[src/rtl/seq_add_ctrl_pkg.sv]
// Shared definitions for the sequential multi-word adder controller.
//   WORD_W  : width of one beat and of the shared adder.
//   state_e : controller FSM states.
package seq_add_ctrl_pkg;

    localparam int WORD_W = 16;

    typedef enum logic [1:0] {
        IDLE = 2'd0,
        RUN  = 2'd1,
        DONE = 2'd2
    } state_e;

endpackage

[src/rtl/seq_add_ctrl_if.sv]
// Request/result bundle for seq_add_ctrl.
//   Request : in_valid, in_ready, a, b, sub
//   Result  : out_valid, out_ready, sum, cout, ovf
// Handshake: a transfer happens on a rising edge where valid and ready are
// both 1. The controller raises in_ready only while idle and out_valid only
// while holding a finished result; the result stays stable until out_ready
// is seen high.
//   master : requester/consumer side
//   slave  : controller side
interface seq_add_ctrl_if
    import seq_add_ctrl_pkg::*;
#(
    parameter int NWORDS = 4
);
    localparam int W = WORD_W * NWORDS;

    logic         in_valid;
    logic         in_ready;
    logic [W-1:0] a;
    logic [W-1:0] b;
    logic         sub;
    logic         out_valid;
    logic         out_ready;
    logic [W-1:0] sum;
    logic         cout;
    logic         ovf;

    modport master (
        output in_valid, a, b, sub, out_ready,
        input  in_ready, out_valid, sum, cout, ovf
    );

    modport slave (
        input  in_valid, a, b, sub, out_ready,
        output in_ready, out_valid, sum, cout, ovf
    );

endinterface

[src/rtl/seq_add_ctrl_add16_core.sv]
// add16_core: single 16-bit adder with carry in/out, shared by all beats.
//   a, b : 16-bit addends
//   cin  : carry in
//   s    : 16-bit sum
//   cout : carry out of bit 15
module add16_core
    import seq_add_ctrl_pkg::*;
(
    input  logic [WORD_W-1:0] a,
    input  logic [WORD_W-1:0] b,
    input  logic              cin,
    output logic [WORD_W-1:0] s,
    output logic              cout
);

    assign {cout, s} = {1'b0, a} + {1'b0, b} + {{WORD_W{1'b0}}, cin};

endmodule

[src/rtl/seq_add_ctrl.sv]
// seq_add_ctrl: adds or subtracts two W-bit operands (W = 16*NWORDS) one
// 16-bit beat per cycle through a single shared adder.
//   clk, rst_n : clock, asynchronous active-low reset
//   bus        : request/result bundle (slave side)
//   dbg_state  : current FSM state
// Subtraction is A + ~B + 1: B is inverted at acceptance and the carry
// register is seeded with sub, so the datapath only ever adds.
module seq_add_ctrl
    import seq_add_ctrl_pkg::*;
#(
    parameter int NWORDS = 4
) (
    input  logic         clk,
    input  logic         rst_n,
    seq_add_ctrl_if.slave bus,
    output state_e       dbg_state
);

    localparam int W     = WORD_W * NWORDS;
    localparam int CNT_W = (NWORDS > 1) ? $clog2(NWORDS) : 1;
    localparam logic [CNT_W-1:0] LAST_BEAT = CNT_W'(NWORDS - 1);

    state_e           state_q, state_d;
    logic [W-1:0]     a_q, a_d;
    logic [W-1:0]     b_q, b_d;        // already inverted for subtraction
    logic [CNT_W-1:0] beat_q, beat_d;
    logic             carry_q, carry_d;
    logic [W-1:0]     sum_q, sum_d;
    logic             cout_q, cout_d;
    logic             ovf_q, ovf_d;

    logic [WORD_W-1:0] slice_a;
    logic [WORD_W-1:0] slice_b;
    logic [WORD_W-1:0] add_s;
    logic              add_co;

    // Beat selection: the counter picks the current 16-bit slice.
    assign slice_a = a_q[beat_q * WORD_W +: WORD_W];
    assign slice_b = b_q[beat_q * WORD_W +: WORD_W];

    add16_core u_add (
        .a    (slice_a),
        .b    (slice_b),
        .cin  (carry_q),
        .s    (add_s),
        .cout (add_co)
    );

    always_comb begin
        state_d = state_q;
        a_d     = a_q;
        b_d     = b_q;
        beat_d  = beat_q;
        carry_d = carry_q;
        sum_d   = sum_q;
        cout_d  = cout_q;
        ovf_d   = ovf_q;

        unique case (state_q)
            IDLE: begin
                if (bus.in_valid) begin
                    a_d     = bus.a;
                    b_d     = bus.sub ? ~bus.b : bus.b;
                    carry_d = bus.sub;
                    beat_d  = '0;
                    state_d = RUN;
                end
            end
            RUN: begin
                sum_d[beat_q * WORD_W +: WORD_W] = add_s;
                carry_d = add_co;
                if (beat_q == LAST_BEAT) begin
                    // add_s[WORD_W-1] is the top bit of the final sum.
                    cout_d  = add_co;
                    ovf_d   = (a_q[W-1] == b_q[W-1]) & (add_s[WORD_W-1] != a_q[W-1]);
                    beat_d  = '0;
                    state_d = DONE;
                end else begin
                    beat_d = beat_q + CNT_W'(1);
                end
            end
            DONE: begin
                if (bus.out_ready) begin
                    state_d = IDLE;
                end
            end
            default: state_d = IDLE;
        endcase
    end

    always_ff @(posedge clk or negedge rst_n) begin
        if (!rst_n) begin
            state_q <= IDLE;
            a_q     <= '0;
            b_q     <= '0;
            beat_q  <= '0;
            carry_q <= 1'b0;
            sum_q   <= '0;
            cout_q  <= 1'b0;
            ovf_q   <= 1'b0;
        end else begin
            state_q <= state_d;
            a_q     <= a_d;
            b_q     <= b_d;
            beat_q  <= beat_d;
            carry_q <= carry_d;
            sum_q   <= sum_d;
            cout_q  <= cout_d;
            ovf_q   <= ovf_d;
        end
    end

    assign bus.in_ready  = (state_q == IDLE);
    assign bus.out_valid = (state_q == DONE);
    assign bus.sum       = sum_q;
    assign bus.cout      = cout_q;
    assign bus.ovf       = ovf_q;
    assign dbg_state     = state_q;

endmodule

[src/flat_wrapper.sv]
// flat-port wrapper written by rule: the top's interface ports become plain ports
module seq_add_ctrl_flat import seq_add_ctrl_pkg::*;
#(
    parameter int NWORDS = 4
)
  (clk, rst_n, dbg_state, bus_in_valid, bus_a, bus_b, bus_sub, bus_out_ready, bus_in_ready, bus_out_valid, bus_sum, bus_cout, bus_ovf);
  seq_add_ctrl_if #(.NWORDS(NWORDS)) bus_i ();
  input  logic clk;
  input  logic rst_n;
  output state_e dbg_state;
  input wire logic [$bits(bus_i.in_valid)-1:0] bus_in_valid;
  input wire logic [$bits(bus_i.a)-1:0] bus_a;
  input wire logic [$bits(bus_i.b)-1:0] bus_b;
  input wire logic [$bits(bus_i.sub)-1:0] bus_sub;
  input wire logic [$bits(bus_i.out_ready)-1:0] bus_out_ready;
  output wire logic [$bits(bus_i.in_ready)-1:0] bus_in_ready;
  output wire logic [$bits(bus_i.out_valid)-1:0] bus_out_valid;
  output wire logic [$bits(bus_i.sum)-1:0] bus_sum;
  output wire logic [$bits(bus_i.cout)-1:0] bus_cout;
  output wire logic [$bits(bus_i.ovf)-1:0] bus_ovf;
  assign bus_i.in_valid = bus_in_valid;
  assign bus_i.a = bus_a;
  assign bus_i.b = bus_b;
  assign bus_i.sub = bus_sub;
  assign bus_i.out_ready = bus_out_ready;
  assign bus_in_ready = bus_i.in_ready;
  assign bus_out_valid = bus_i.out_valid;
  assign bus_sum = bus_i.sum;
  assign bus_cout = bus_i.cout;
  assign bus_ovf = bus_i.ovf;
  seq_add_ctrl #(.NWORDS(NWORDS)) u_core (.clk(clk), .rst_n(rst_n), .bus(bus_i), .dbg_state(dbg_state));
endmodule
[config.mk]
export PLATFORM = sky130hd
export DESIGN_NAME = seq_add_ctrl_flat
export DESIGN_NICKNAME = d
export VERILOG_FILES = /design/src/rtl/seq_add_ctrl_pkg.sv /design/src/rtl/seq_add_ctrl_if.sv /design/src/rtl/seq_add_ctrl_add16_core.sv /design/src/rtl/seq_add_ctrl.sv /design/src/flat_wrapper.sv
export SDC_FILE = /design/constraint.sdc
export NUM_CORES = 1
export LEC_CHECK = 0
export CORE_AREA = 2 2 147 149
export CTS_CLUSTER_DIAMETER = 200
export DETAILED_ROUTE_END_ITERATION = 10
export DIE_AREA = 0 0 149 151
export PLACE_DENSITY_LB_ADDON = 0.08
export RECOVER_POWER = 50
export SLEW_MARGIN = 15
export SYNTH_ARGS = -nofsm -noshare
export SYNTH_HDL_FRONTEND = slang
export SYNTH_SLANG_ARGS = --single-unit
[constraint.sdc]
create_clock -name clk -period 5.6 [get_ports clk]
set_input_delay 1.12 -clock clk [delete_from_list [all_inputs] [get_ports clk]]
set_output_delay 1.12 -clock clk [all_outputs]
set_load 0.005 [all_outputs]
# After elaboration in Yosys (flattened, before gate mapping)
# Cells that the tools add are included.
# Widths: inputs -> output; s select.
[totals] regBits=199 elab_cells=43 output_inout_bits=70
[op_classes] shifts=4 add_sub_neg=4 bitwise_logic=2 n_mux=11 eq_ne=8 n_reduce_logical=6
[op_table] operator="$shiftx 64x7->16" count=2
[op_table] operator="$bwmux 64" count=1
[op_table] operator="$mux 64" count=1
[op_table] operator="$not 64->64" count=1
[op_table] operator="$shift 16x34->64 const A" count=1
[op_table] operator="$shiftx 16x34->64" count=1
[op_table] operator="$neg 6->34" count=1
[op_table] operator="$add 16x16->17" count=1
[op_table] operator="$add 17x1->17" count=1
[op_table] operator="$mux 2" count=5
[op_table] operator="$pmux 2 s3" count=1
[op_table] operator="$reduce_and 2->1" count=3
[op_table] operator="$eq 2x2->1 const B" count=2
[op_table] operator="$ne 2x2->1 const B" count=2
[op_table] operator="$pmux 2 s2" count=1
[op_table] operator="$reduce_and 3->1" count=1
[op_table] operator="$add 2x1->2 const B" count=1
[op_table] operator="$eq 2x1->1 const B" count=1
[op_table] operator="$logic_not 2->1" count=1
[op_table] operator="$ne 2x1->1 const B" count=1
[op_table] operator="$pmux 1 s2" count=1
[op_table] operator="$reduce_bool 2->1" count=1
[op_table] operator="$and 1x1->1" count=1
[op_table] operator="$eq 1x1->1" count=1
[op_table] operator="other kinds (2)" count=2

# Depth between registers and ports, before layout
[logic_depth] word_depth=5 mapped_depth=12 ltp_nobuf=10

# Hierarchy
# A second synthesis with hierarchy kept.
[unflattened] cells_unflattened=821 area_unflattened_um2=9698.1
[by_module_without_submodules] module="seq_add_ctrl" n_inst=1 seq_area_each_um2=4979.8 area_per_inst_um2=8886.0 cells_per_inst=707
[by_module_without_submodules] module="add16_core" n_inst=1 seq_area_each_um2=0.0 area_per_inst_um2=812.0 cells_per_inst=114

# Worst setup path before layout
# No wires, ideal clock.
[synth_path] kind="register -> register" from="reg u_core.beat_q[0]" to="reg u_core.sum_q[10], in the netlist u_core.bus.sum[10]" required_ps=5467 slack_ps=1686 t_arrival_ps=3780 synth_period_minus_slack_ps=3914 path_stages_with_launch=13 cell_sequence="dfrtp_1 > clkbuf_1 > buf_2 > mux4_2 > fa_1 > fa_1 > a21oi_1 > o21ai_0 > a21oi_1 > o21ai_0 > a311o_1 > o211ai_1 > o21ai_0"
[synth_via] elab_chain_len=5 elab_cells_between_ends=8
[synth_rtl] item="from (decl)" line="seq_add_ctrl.sv:26" source="logic [CNT_W-1:0] beat_q, beat_d;"
[synth_rtl] item="from (signal assigned)" line="seq_add_ctrl.sv:105" source="beat_q <= beat_d;"
[synth_rtl] item="$shiftx 64x7->16 (on tied branches)" line="seq_add_ctrl.sv:38, seq_add_ctrl.sv:39"
[synth_rtl] item="$add 16x16->17" line="seq_add_ctrl_add16_core.sv:16" source="assign {cout, s} = {1'b0, a} + {1'b0, b} + {{WORD_W{1'b0}}, cin};"
[synth_rtl] item="$add 17x1->17" line="seq_add_ctrl_add16_core.sv:16"
[synth_rtl] item="$shiftx 16x34->64" line="seq_add_ctrl.sv:70" source="sum_d[beat_q * WORD_W +: WORD_W] = add_s;"
[synth_rtl] item="$bwmux 64 *" line="seq_add_ctrl.sv:70"
[synth_rtl] item="to (signal assigned)" line="seq_add_ctrl.sv:107" source="sum_q <= sum_d;"
[synth_rtl] item="to (decl)" line="seq_add_ctrl.sv:28" source="logic [W-1:0] sum_q, sum_d;"
# Mark *: on every way between the ends. The rest lies on a longest branch, timed or not.
# A chain may end at the register's enable or synchronous reset.

# Worst setup path in the final report
[layout_path] from="reg u_core.beat_q[0]" to="reg u_core.carry_q"
[layout_via] elab_chain_len=4 elab_cells_between_ends=5
[layout_rtl] item="$shiftx 64x7->16 (on tied branches)" line="seq_add_ctrl.sv:38, seq_add_ctrl.sv:39"
[layout_rtl] item="$add 16x16->17 *" line="seq_add_ctrl_add16_core.sv:16"
[layout_rtl] item="$add 17x1->17 *" line="seq_add_ctrl_add16_core.sv:16"
[layout_rtl] item="$pmux 1 s2 *" line="seq_add_ctrl.sv:59" source="unique case (state_q)"
[layout_rtl] item="to (signal assigned)" line="seq_add_ctrl.sv:106" source="carry_q <= carry_d;"
[layout_rtl] item="to (decl)" line="seq_add_ctrl.sv:27" source="logic carry_q, carry_d;"
# Marks and branches as above.

==> impl_metrics.env <==
export IMPL_tritoncts="built"
export IMPL_initial_utilization_pct=44.7
export IMPL_swShare_pct=42.4
export IMPL_critPathLaunchType="register"
export IMPL_outcome="finished with violations"
export IMPL_min_period_over_period_pct=76.5
export IMPL_htree_levels=4
export IMPL_grt_use_total_pct=21.3
export IMPL_drc=0
export IMPL_dpl_cell_count=1191
export IMPL_layout_setup_ws_ps=1320
export IMPL_dr_pass1_iters=5
export IMPL_wire_per_inst_microns=19.2
export IMPL_p_int_mw=4.71
export IMPL_cts_root_buffer="clkbuf_16"
export IMPL_crit_required_ps=5910
export IMPL_synth_edf_count=0
export IMPL_yosysTopAreaCell="dfrtp_1"
export IMPL_p_per_area_mw_per_mm2=675
export IMPL_fin_skew_ps=14.0
export IMPL_crit_path_end_kind="register"
export IMPL_final_util_pct=58.3
export IMPL_violations="capacitance limit, slew limit"
export IMPL_final_cell_mix="dfrtp_1 (197), clkdlybuf4s50_1 (173), nor2_1 (72), a21oi_1 (72), xnor2_1 (70)"
export IMPL_setup_viol=0
export IMPL_post_place_ws_ps=1330
export IMPL_grt_first_pass_wirelength_microns=36500
export IMPL_cts_buffers=17
export IMPL_place_area_sq_mm=0.0116
export IMPL_synthCells=754
export IMPL_p_sw_mw=3.47
export IMPL_syn_to_final_growth_pct=30.3
export IMPL_hold_class="register to register"
export IMPL_clock_sinks=199
export IMPL_synthTopCellsByArea="dfrtp_1 (54%), mux2_2 (7.7%), mux4_2 (7.7%)"
export IMPL_cts_buffer_depth=2
export IMPL_ir_drop_mv=0.486
export IMPL_syn_nets=910
export IMPL_nFillCells=1753
export IMPL_path_clk_slew_ps=70
export IMPL_yosysWarnings=0
export IMPL_cts_hold_buf=0
export IMPL_final_setup_tns_ps=0
export IMPL_synth_seq_cells=199
export IMPL_wl_microns=23500
export IMPL_ios=203
export IMPL_path_class="register to register"
export IMPL_grt_max_degree=114
export IMPL_core_sq_mm=0.0208
export IMPL_period_needed_ps=4280
export IMPL_rsz0062_at_grt="no"
export IMPL_synth_async_reset_ratio_pct=100
export IMPL_slew_violations=114
export IMPL_yosysUniqueCellTypes=46
export IMPL_fp_row_count=53
export IMPL_syn_area_per_cell_sq_um=12.3
export IMPL_ctsResizeCount=0
export IMPL_globalplace_congestion=0.815
export IMPL_io_buffers=202
export IMPL_dp_hpwl_microns=17400
export IMPL_power_mw=8.19
export IMPL_drt_iter0_drc=395
export IMPL_fin_area_sq_mm=0.0121
export IMPL_critical_path_arrival_ps=4590
export IMPL_clkLatencyLatePin_ps=440
export IMPL_ys_seq_area_share_pct=53.5
export IMPL_fin_cells=1223
export IMPL_drive_gt1_share_pct=15.3
export IMPL_dieArea_sq_mm=0.0225
export IMPL_vias=6553
export IMPL_leakage_nw=5.03
export IMPL_seqPwrFrac_pct=30.3
export IMPL_n_antenna_cell=0
export IMPL_cts_setup_buffers=0
export IMPL_viasPerCell=5.36
export IMPL_hold_slack_ps=482
export IMPL_report_final_hold_viol_count=0
export IMPL_p_comb_share_pct=54.6
export IMPL_crit_fanout=26
export IMPL_die_y_microns=151
export IMPL_fmax_mhz=233
export IMPL_die_w_microns=149
export IMPL_relSlewSlack_pct=-84.0
export IMPL_cap_viol_max_count=1
export IMPL_synth_top_cell_area_share_pct=53.5
export IMPL_final_nets=1091
export IMPL_synth_top_flop_cell="dfrtp_1"
export IMPL_ant_nets=0
export IMPL_netlist_area_sq_mm=0.00931
export IMPL_clkPwrFrac_pct=15.1
export IMPL_grt_ovfl_total=0
export IMPL_final_common_cell="dfrtp_1"
export IMPL_grt_pass1_vias=6625
export IMPL_antenna_found_initial=0
export IMPL_worst_pin_slew_ps=2760
## area by class of cell
cell class | count | area, sq um | share of cell area, %
Tap cell | 275 | 344 | 2.84
Clock buffer | 17 | 425 | 3.51
Clock inverter | 15 | 164 | 1.35
Multi-Input combinational cell | 502 | 4130 | 34.0
Sequential cell | 199 | 4980 | 41.1
Inverter | 6 | 22.5 | 0.186
Timing Repair Buffer | 209 | 2060 | 17.0
## critical path, stage by stage (launching register included)
cell and delay, ps:
dfrtp_2 920, buf_4 440, mux4_2 590, fa_1 480, a21oi_1 220, o21ai_0 150, a21oi_1 390, o211ai_1 210
a21o_1 240, a311oi_1 380, o21ai_0 140
## cell usage after synthesis (2+ instances only)
master and n:
nand2_1 33, nor3_1 5, ha_1 21, a31oi_1 2, mux4_2 32, nand2b_1 4
nor2_1 72, nor3b_1 2, o21ai_0 26, a211o_1 3, buf_2 11, dfrtp_1 199
o21bai_1 2, or3_1 2, fa_1 2, a22o_1 48, o31ai_1 2, xor2_1 4
nand3_1 3, nor2b_1 3, clkbuf_1 29, inv_1 6, a21oi_1 72, mux2_2 64
and2_1 2, nor4_1 2, buf_1 6, a21o_1 7, nand4_1 2, xnor2_1 70
o21a_1 2, o211ai_1 2
## logic make-up (layout without fill, tap and decap cells)
logic type               after synthesis  after routing  share of synthesized area, %
flip-flops                           199            199                          53.5
AO/OA/AOI/OAI                        175            175                          12.3
AND/OR/NAND/NOR                      134            134                          6.16
multiplexers                          96             96                          15.5
XOR/XNOR                              74             74                          6.96
buffers and inverters                 53            247                          2.33
adder cells (fa/ha/maj)               23             23                          3.25
## registers in the layout (all words and copies together) (netlist names)
register          count
u_core.bus.cout       1
u_core.bus.sum       64
u_core.a_q           64
u_core.dbg_state      2
u_core.b_q           64
u_core.bus.ovf        1
u_core.carry_q        1
u_core.beat_q         2
## path summary, 6_finish.rpt
check	to	from	depth (start not counted)	slack (ps)
hold / removal	u_core.bus.sum[50]	u_core.bus.sum[50]	2	480
min in group asynchronous	u_core.bus.sum[63]	rst_n	1	1560
setup / recovery	u_core.carry_q	u_core.beat_q[0]	10	1320
setup reg to reg	u_core.carry_q	u_core.beat_q[0]	10	1320
max in group asynchronous	u_core.beat_q[0]	rst_n	2	1620
hold reg to reg	u_core.bus.sum[50]	u_core.bus.sum[50]	2	480
## layer usage
metal  routed length [microns]  track usage, %  vias up
li1                          -               -     3074
met1                     10400            28.9     3239
met2                     11400            34.9      207
met3                      1030            3.52       33
met4                       586            7.95        0
met5                         0               0        -
## power groups by stage
stage / Combinational, mW / Sequential, mW / Clock (mW)
6_report: 4.47 / 2.48 / 1.24
5_1_grt: 4.85 / 2.56 / 1.31
4_1_cts: 4.49 / 2.49 / 1.26
3_5_place_dp: 4.47 / 2.52 / 0
3_3_place_gp: 4.31 / 2.49 / 0
2_1_floorplan: 3.11 / 2.33 / 0
Power figures use the tool's default switching activity.
==> variant 1: new RTL, same settings <==
Take the reset off `a_q` and load it in a clocked block of its own.
--- a/src/rtl/seq_add_ctrl.sv
+++ b/src/rtl/seq_add_ctrl.sv
@@ -91,7 +91,6 @@
     always_ff @(posedge clk or negedge rst_n) begin
         if (!rst_n) begin
             state_q <= IDLE;
-            a_q     <= '0;
             b_q     <= '0;
             beat_q  <= '0;
             carry_q <= 1'b0;
@@ -100,7 +99,6 @@
             ovf_q   <= 1'b0;
         end else begin
             state_q <= state_d;
-            a_q     <= a_d;
             b_q     <= b_d;
             beat_q  <= beat_d;
             carry_q <= carry_d;
@@ -108,6 +106,10 @@
             cout_q  <= cout_d;
             ovf_q   <= ovf_d;
         end
+    end
+
+    always_ff @(posedge clk) begin
+        a_q <= a_d;
     end
 
     assign bus.in_ready  = (state_q == IDLE);
Check against the original RTL: no difference found for any inputs over 4 cycles, from zero or initial values and one cycle with rst_n low; that may be too few to reach the edited logic, so the function may still have changed.
==> variant 1 against the original RTL <==
- the run still ends with capacitance limit, slew limit left
- count of clock-buffer cells in the layout is 7 higher
- setup slack worse by 130 ps
- total power is 6.4% lower
- global-route usage is 0.59 points lower
- sequential cell count stayed put
- wire length is 4.1% lower
- critical path type unchanged
- critical path depth is 1 lower
- area after synthesis is 1.1% lower
- largest power group unchanged
- final area is 1.1% lower
==> variant 1: results (changes against the original RTL) <==
* Result of the run: finished with violations
* Violations in the final reports: capacitance limit, slew limit
* Htree depth at 4 (unchanged)
* DP Wirelength at 16330 µm (-6.4%)
* Ratio of cells with drive above 1 in the final layout at 0.1049 (-0.04804)
* Share of synthesized flip-flops with an asynchronous set or reset at 0.6784 (-0.3216)
* Reg clk slew, reported paths at 70 ps (about the same)
* Placed Cells at 1158 (-2.8%)
* Measured slew at the worst slew-check pin at 2862 ps (+101.8 ps)
* Total nets after synthesis at 871 (-4.3%)
* Vias per cell at 5.395 (+0.69%)
* Kind of cell with the highest combined delay on the critical path: flip-flops
* Slowest library cell on the worst path: sky130_fd_sc_hd__dfrtp_1
* Number of iterations in the first detailed-routing pass at 5 (unchanged)
* Global-route wire length before repair at 35590 µm (-2.6%)
* Number of antenna violations at the first check in global routing at 0 (unchanged)
* Part of the Yosys area used for sequential elements at 0.5757 (+0.04061)
* Fillcell total at 1765 (+0.68%)
* Critical path fanouts, max at 25 (-3.8%)
* Worst slack, placed at 1639 ps (+310.5 ps)
* Setup Skew at 10.73 ps (-3.292 ps)
* Number of resized instances in the post-cts repair step at 0 (unchanged)
* Element type at the critical path start: register
* CTS Buf Count at 17 (unchanged)
* Vias in the first global route at 6478 (-2.2%)
* Leak Pwr at 4.672 nW (-7.2%)
* Number of setup buffers added after CTS at 0 (unchanged)
* Most used standard cells in the synthesized netlist: 135 x sky130_fd_sc_hd__dfrtp_1, 76 x sky130_fd_sc_hd__nor2_1, 75 x sky130_fd_sc_hd__a21oi_1
* MaxCap Viol Count at 2 (+1)
* Placed Instance Area at 11450 µm² (-0.91%)
* Total Wirelength at 22510 µm (-4.1%)
* Clock Tree Root: sky130_fd_sc_hd__clkbuf_16
* Pins Over Slew Limit at 80 (-30%)
* Worst-case vdd ir drop at 0.3612 mV (-26%)
* Final GP Congestion at 0.8412 (+3.3%)
* Port bufs at 202 (unchanged)
* Worst stage delay on the critical path at 1430 ps (+510 ps)
* Pin count of the biggest net entering global routing at 99 (-13%)
* Initial drt markers at 444 (+12%)
* Beginning of the worst hold path: u_core.bus.sum[61]
* Cell types occupying the most area after synthesis: sky130_fd_sc_hd__dfrtp_1 37%, sky130_fd_sc_hd__edfxtp_1 21%, sky130_fd_sc_hd__mux4_2 7.8%
* Layout Nets at 1058 (-3.0%)
* Arrival @ worst endpoint at 4770 ps (+180 ps)
* Core Util, Final at 0.5762 (-0.006309)
* Synthesized instance count at 715 (-5.2%)
* Distinct cells, synth at 58 (+26%)
* Count of vias placed by the detailed router at 6420 (-2.0%)
* Aggregate global-route resource usage at 0.2075 (-0.005893)
* Source-to-sink clock delay at the later pin of the worst-skew pair at 430 ps
* Number of synthesized flops with an enable pin at 64 (+64)
-- variant 1: final timing paths --
check | to | slack [ps] | cells past startpoint
setup / recovery | u_core.bus.sum[24] | 1190 | 9
hold / removal | u_core.bus.sum[61] | 480 | 2
setup reg to reg | u_core.bus.sum[24] | 1190 | 9
hold reg to reg | u_core.bus.sum[61] | 480 | 2
max in group asynchronous | u_core.carry_q | 1690 | 2
min in group asynchronous | u_core.bus.sum[17] | 720 | 1
-- variant 1: per-layer routing --
layer  vias up  GRT usage  wire (µm)
li1       2979          -          -
met1      3192     0.2889      10150
met2       232     0.3369      10900
met3        17    0.04187       1216
met4         0    0.05286        244
met5         -          0          0
-- variant 1: power breakdown --
part / total (W) / switching [W] / internal, W
sequential: 0.00239 / 0.000367 / 0.00202
clock: 0.00115 / 0.000533 / 0.000622
combinational: 0.00412 / 0.00238 / 0.00173
total: 0.00766 / 0.00328 / 0.00438
-- variant 1: layout make-up --
type | count | share of cell area
Clock buffer | 24 | 0.04098
Clock inverter | 8 | 0.005214
Inverter | 8 | 0.002503
Multi-Input combinational cell | 467 | 0.3072
Sequential cell | 199 | 0.4419
Tap cell | 275 | 0.02868
Timing Repair Buffer | 209 | 0.1735
-- variant 1: kinds of logic (layout without fill, tap and decap cells) --
kind of cell | after synthesis | in the layout | synth area share
flip-flops | 199 | 199 | 0.5757
AO/OA/AOI/OAI | 185 | 185 | 0.1394
AND/OR/NAND/NOR | 152 | 152 | 0.07733
XOR/XNOR | 75 | 75 | 0.07217
buffers and inverters | 49 | 249 | 0.02419
multiplexers | 32 | 32 | 0.07828
adder cells (fa/ha/maj) | 23 | 23 | 0.03289
==> variant 2: new RTL, same flow settings <==
Without the edit above. Set the package constant `WORD_W` to 12 (it was 16).
--- a/src/rtl/seq_add_ctrl_pkg.sv
+++ b/src/rtl/seq_add_ctrl_pkg.sv
@@ -3,7 +3,7 @@
 //   state_e : controller FSM states.
 package seq_add_ctrl_pkg;
 
-    localparam int WORD_W = 16;
+    localparam int WORD_W = 12;
 
     typedef enum logic [1:0] {
         IDLE = 2'd0,
Ports: changed (resized bus_a, bus_b and bus_sum); port bits go from 203 to 155. No check against the original RTL was run, so the function may have changed too.
==> variant 2 against the original RTL <==
- the run still ends with capacitance limit, slew limit left
- setup slack lost 460 ps
- via count down 20%
- sequential power is 22% lower
- first-iteration DRC count down 42%
- sequential share of layout area fell by 1.9 points
- clock power is 8% lower
- total power shrank 13%
- global-route usage shrank 3.3 points
- sequential cell count fell by 48
- die area unchanged
- wire length fell by 17%
- final area shrank 21%
- area after synthesis is 22% lower
- critical path type is now input pin to register
- largest cell class unchanged
==> variant 2: results (changes against the original RTL) <==
* Arrival @ worst endpoint at 5050 ps (+460 ps)
* Ratio of cells with drive above 1 in the final layout at 0.1449 (-0.008082)
* Count of vias placed by the detailed router at 5267 (-20%)
* Critical path fanouts, max at 92 (+250%)
* Routed metal-1 wirelength at 8489 µm (-19%)
* Aggregate global-route resource usage at 0.1808 (-0.03266)
* Worst slack, placed at 1143 ps (-185.6 ps)
* Distinct cells, synth at 42 (-8.7%)
* Kind of cell with the highest combined delay on the critical path: simple AND/OR/NAND/NOR gates
* Pin count of the biggest net entering global routing at 95 (-17%)
* Pins Over Slew Limit at 188 (+65%)
* Number of antenna violations at the first check in global routing at 0 (unchanged)
* Power in combinational cells at 0.00406 W (-9.2%)
* Source-to-sink clock delay at the later pin of the worst-skew pair at 420 ps (-20 ps)
* Result of the run: finished with violations
* Synthesized instance count at 626 (-17%)
* Slowest library cell on the worst path: sky130_fd_sc_hd__and2_1
* Metal2 WL at 9666 µm (-15%)
* Share of synthesized flip-flops with an asynchronous set or reset at 1.000 (unchanged)
* Routed wl met3 at 974 µm (-5.6%)
* Layout Nets at 887 (-19%)
* Total Wirelength at 19590 µm (-17%)
* Worst-case vdd ir drop at 0.4901 mV (+0.93%)
* Initial drt markers at 229 (-42%)
* Total nets after synthesis at 746 (-18%)
* Part of the Yosys area used for sequential elements at 0.5195 (-0.01556)
* Worst stage delay on the critical path at 2370 ps (+1450 ps)
* Proportion of power drawn by flip-flops and latches at 0.270 (-0.033)
* Area Overhead vs Synth at 32.51%
* Final GP Congestion at 0.8450 (+3.7%)
* Global-route wire length before repair at 30680 µm (-16%)
* Number of iterations in the first detailed-routing pass at 5 (unchanged)
* Leak Pwr at 3.919 nW (-22%)
* Port bufs at 154 (-24%)
* Vias in the first global route at 5496 (-17%)
* Power Internal at 0.003935 W (-16%)
* Global Route met1 Usage at 0.2316 (-0.05779)
* Cell types occupying the most area after synthesis: sky130_fd_sc_hd__dfrtp_1 52%, sky130_fd_sc_hd__mux2_2 7.4%, sky130_fd_sc_hd__mux4_2 7.4%
* Violations in the final reports: capacitance limit, slew limit
* Met3 Track Usage GR at 0.03735 (+0.002108)
* Met2 global-route usage at 0.3018 (-0.04700)
* MaxCap Viol Count at 2 (+1)
* Most used standard cells in the synthesized netlist: 151 x sky130_fd_sc_hd__dfrtp_1, 63 x sky130_fd_sc_hd__nor2_1, 61 x sky130_fd_sc_hd__a21oi_1
* Setup Skew at 9.165 ps (-4.859 ps)
## variant 2: changes by cell type in the layout (fill, tap and decap cells not counted), sizes merged, moves of 10 or more
cell / change
dfrtp: -48
a22o: -28
dlygate4sd3: -26
clkdlybuf4s50: -22
xnor2: -17
mux2: -16
a21oi: -11
nand2: +10
## variant 2: tightest hold or removal path, cell delays in order (launching register included)
cell,delay [ps]
sky130_fd_sc_hd__dfrtp_1,350
sky130_fd_sc_hd__nand2_1,40
sky130_fd_sc_hd__o21ai_0,60
## variant 2: path summary, 6_finish.rpt
path | end | startpoint | slack, ps
setup / recovery | u_core.a_q[40] | bus_in_valid | 850
hold / removal | u_core.bus.sum[28] | u_core.bus.sum[28] | 480
setup reg to reg | u_core.bus.sum[16] | u_core.beat_q[0] | 1210
hold reg to reg | u_core.bus.sum[28] | u_core.bus.sum[28] | 480
max in group asynchronous | u_core.b_q[23] | rst_n | 1800
min in group asynchronous | u_core.bus.sum[28] | rst_n | 1350
## variant 2: cell families after synthesis
logic type,synth area share
multiplexers,0.1500
adder cells (fa/ha/maj),0.03475
AO/OA/AOI/OAI,0.1251
buffers and inverters,0.02374
XOR/XNOR,0.07105
flip-flops,0.5195
AND/OR/NAND/NOR,0.07587
## variant 2: metrics by stage
| step | instance area, µm² | utilization | hold WS [ps] |
|---|---|---|---|
| floorplan | 7273 | - | 472.6 |
| global placement | 9061 | 0.4352 | 468.2 |
| detailed placement | 9061 | 0.4352 | 474.0 |
| CTS | 9649 | 0.4634 | 488.2 |
| global route | 9638 | 0.4629 | 512.9 |
| finish | 9638 | 0.4629 | 481.8 |
## variant 2: final cells by class
class	count	area, µm²
clock buffer	19	442.9
clock inverter	13	145.1
fill	1952	11180
inverter	8	30.03
multi-input combinational	429	3322
sequential	151	3780
tap	275	344.1
timing repair buffer	160	1574
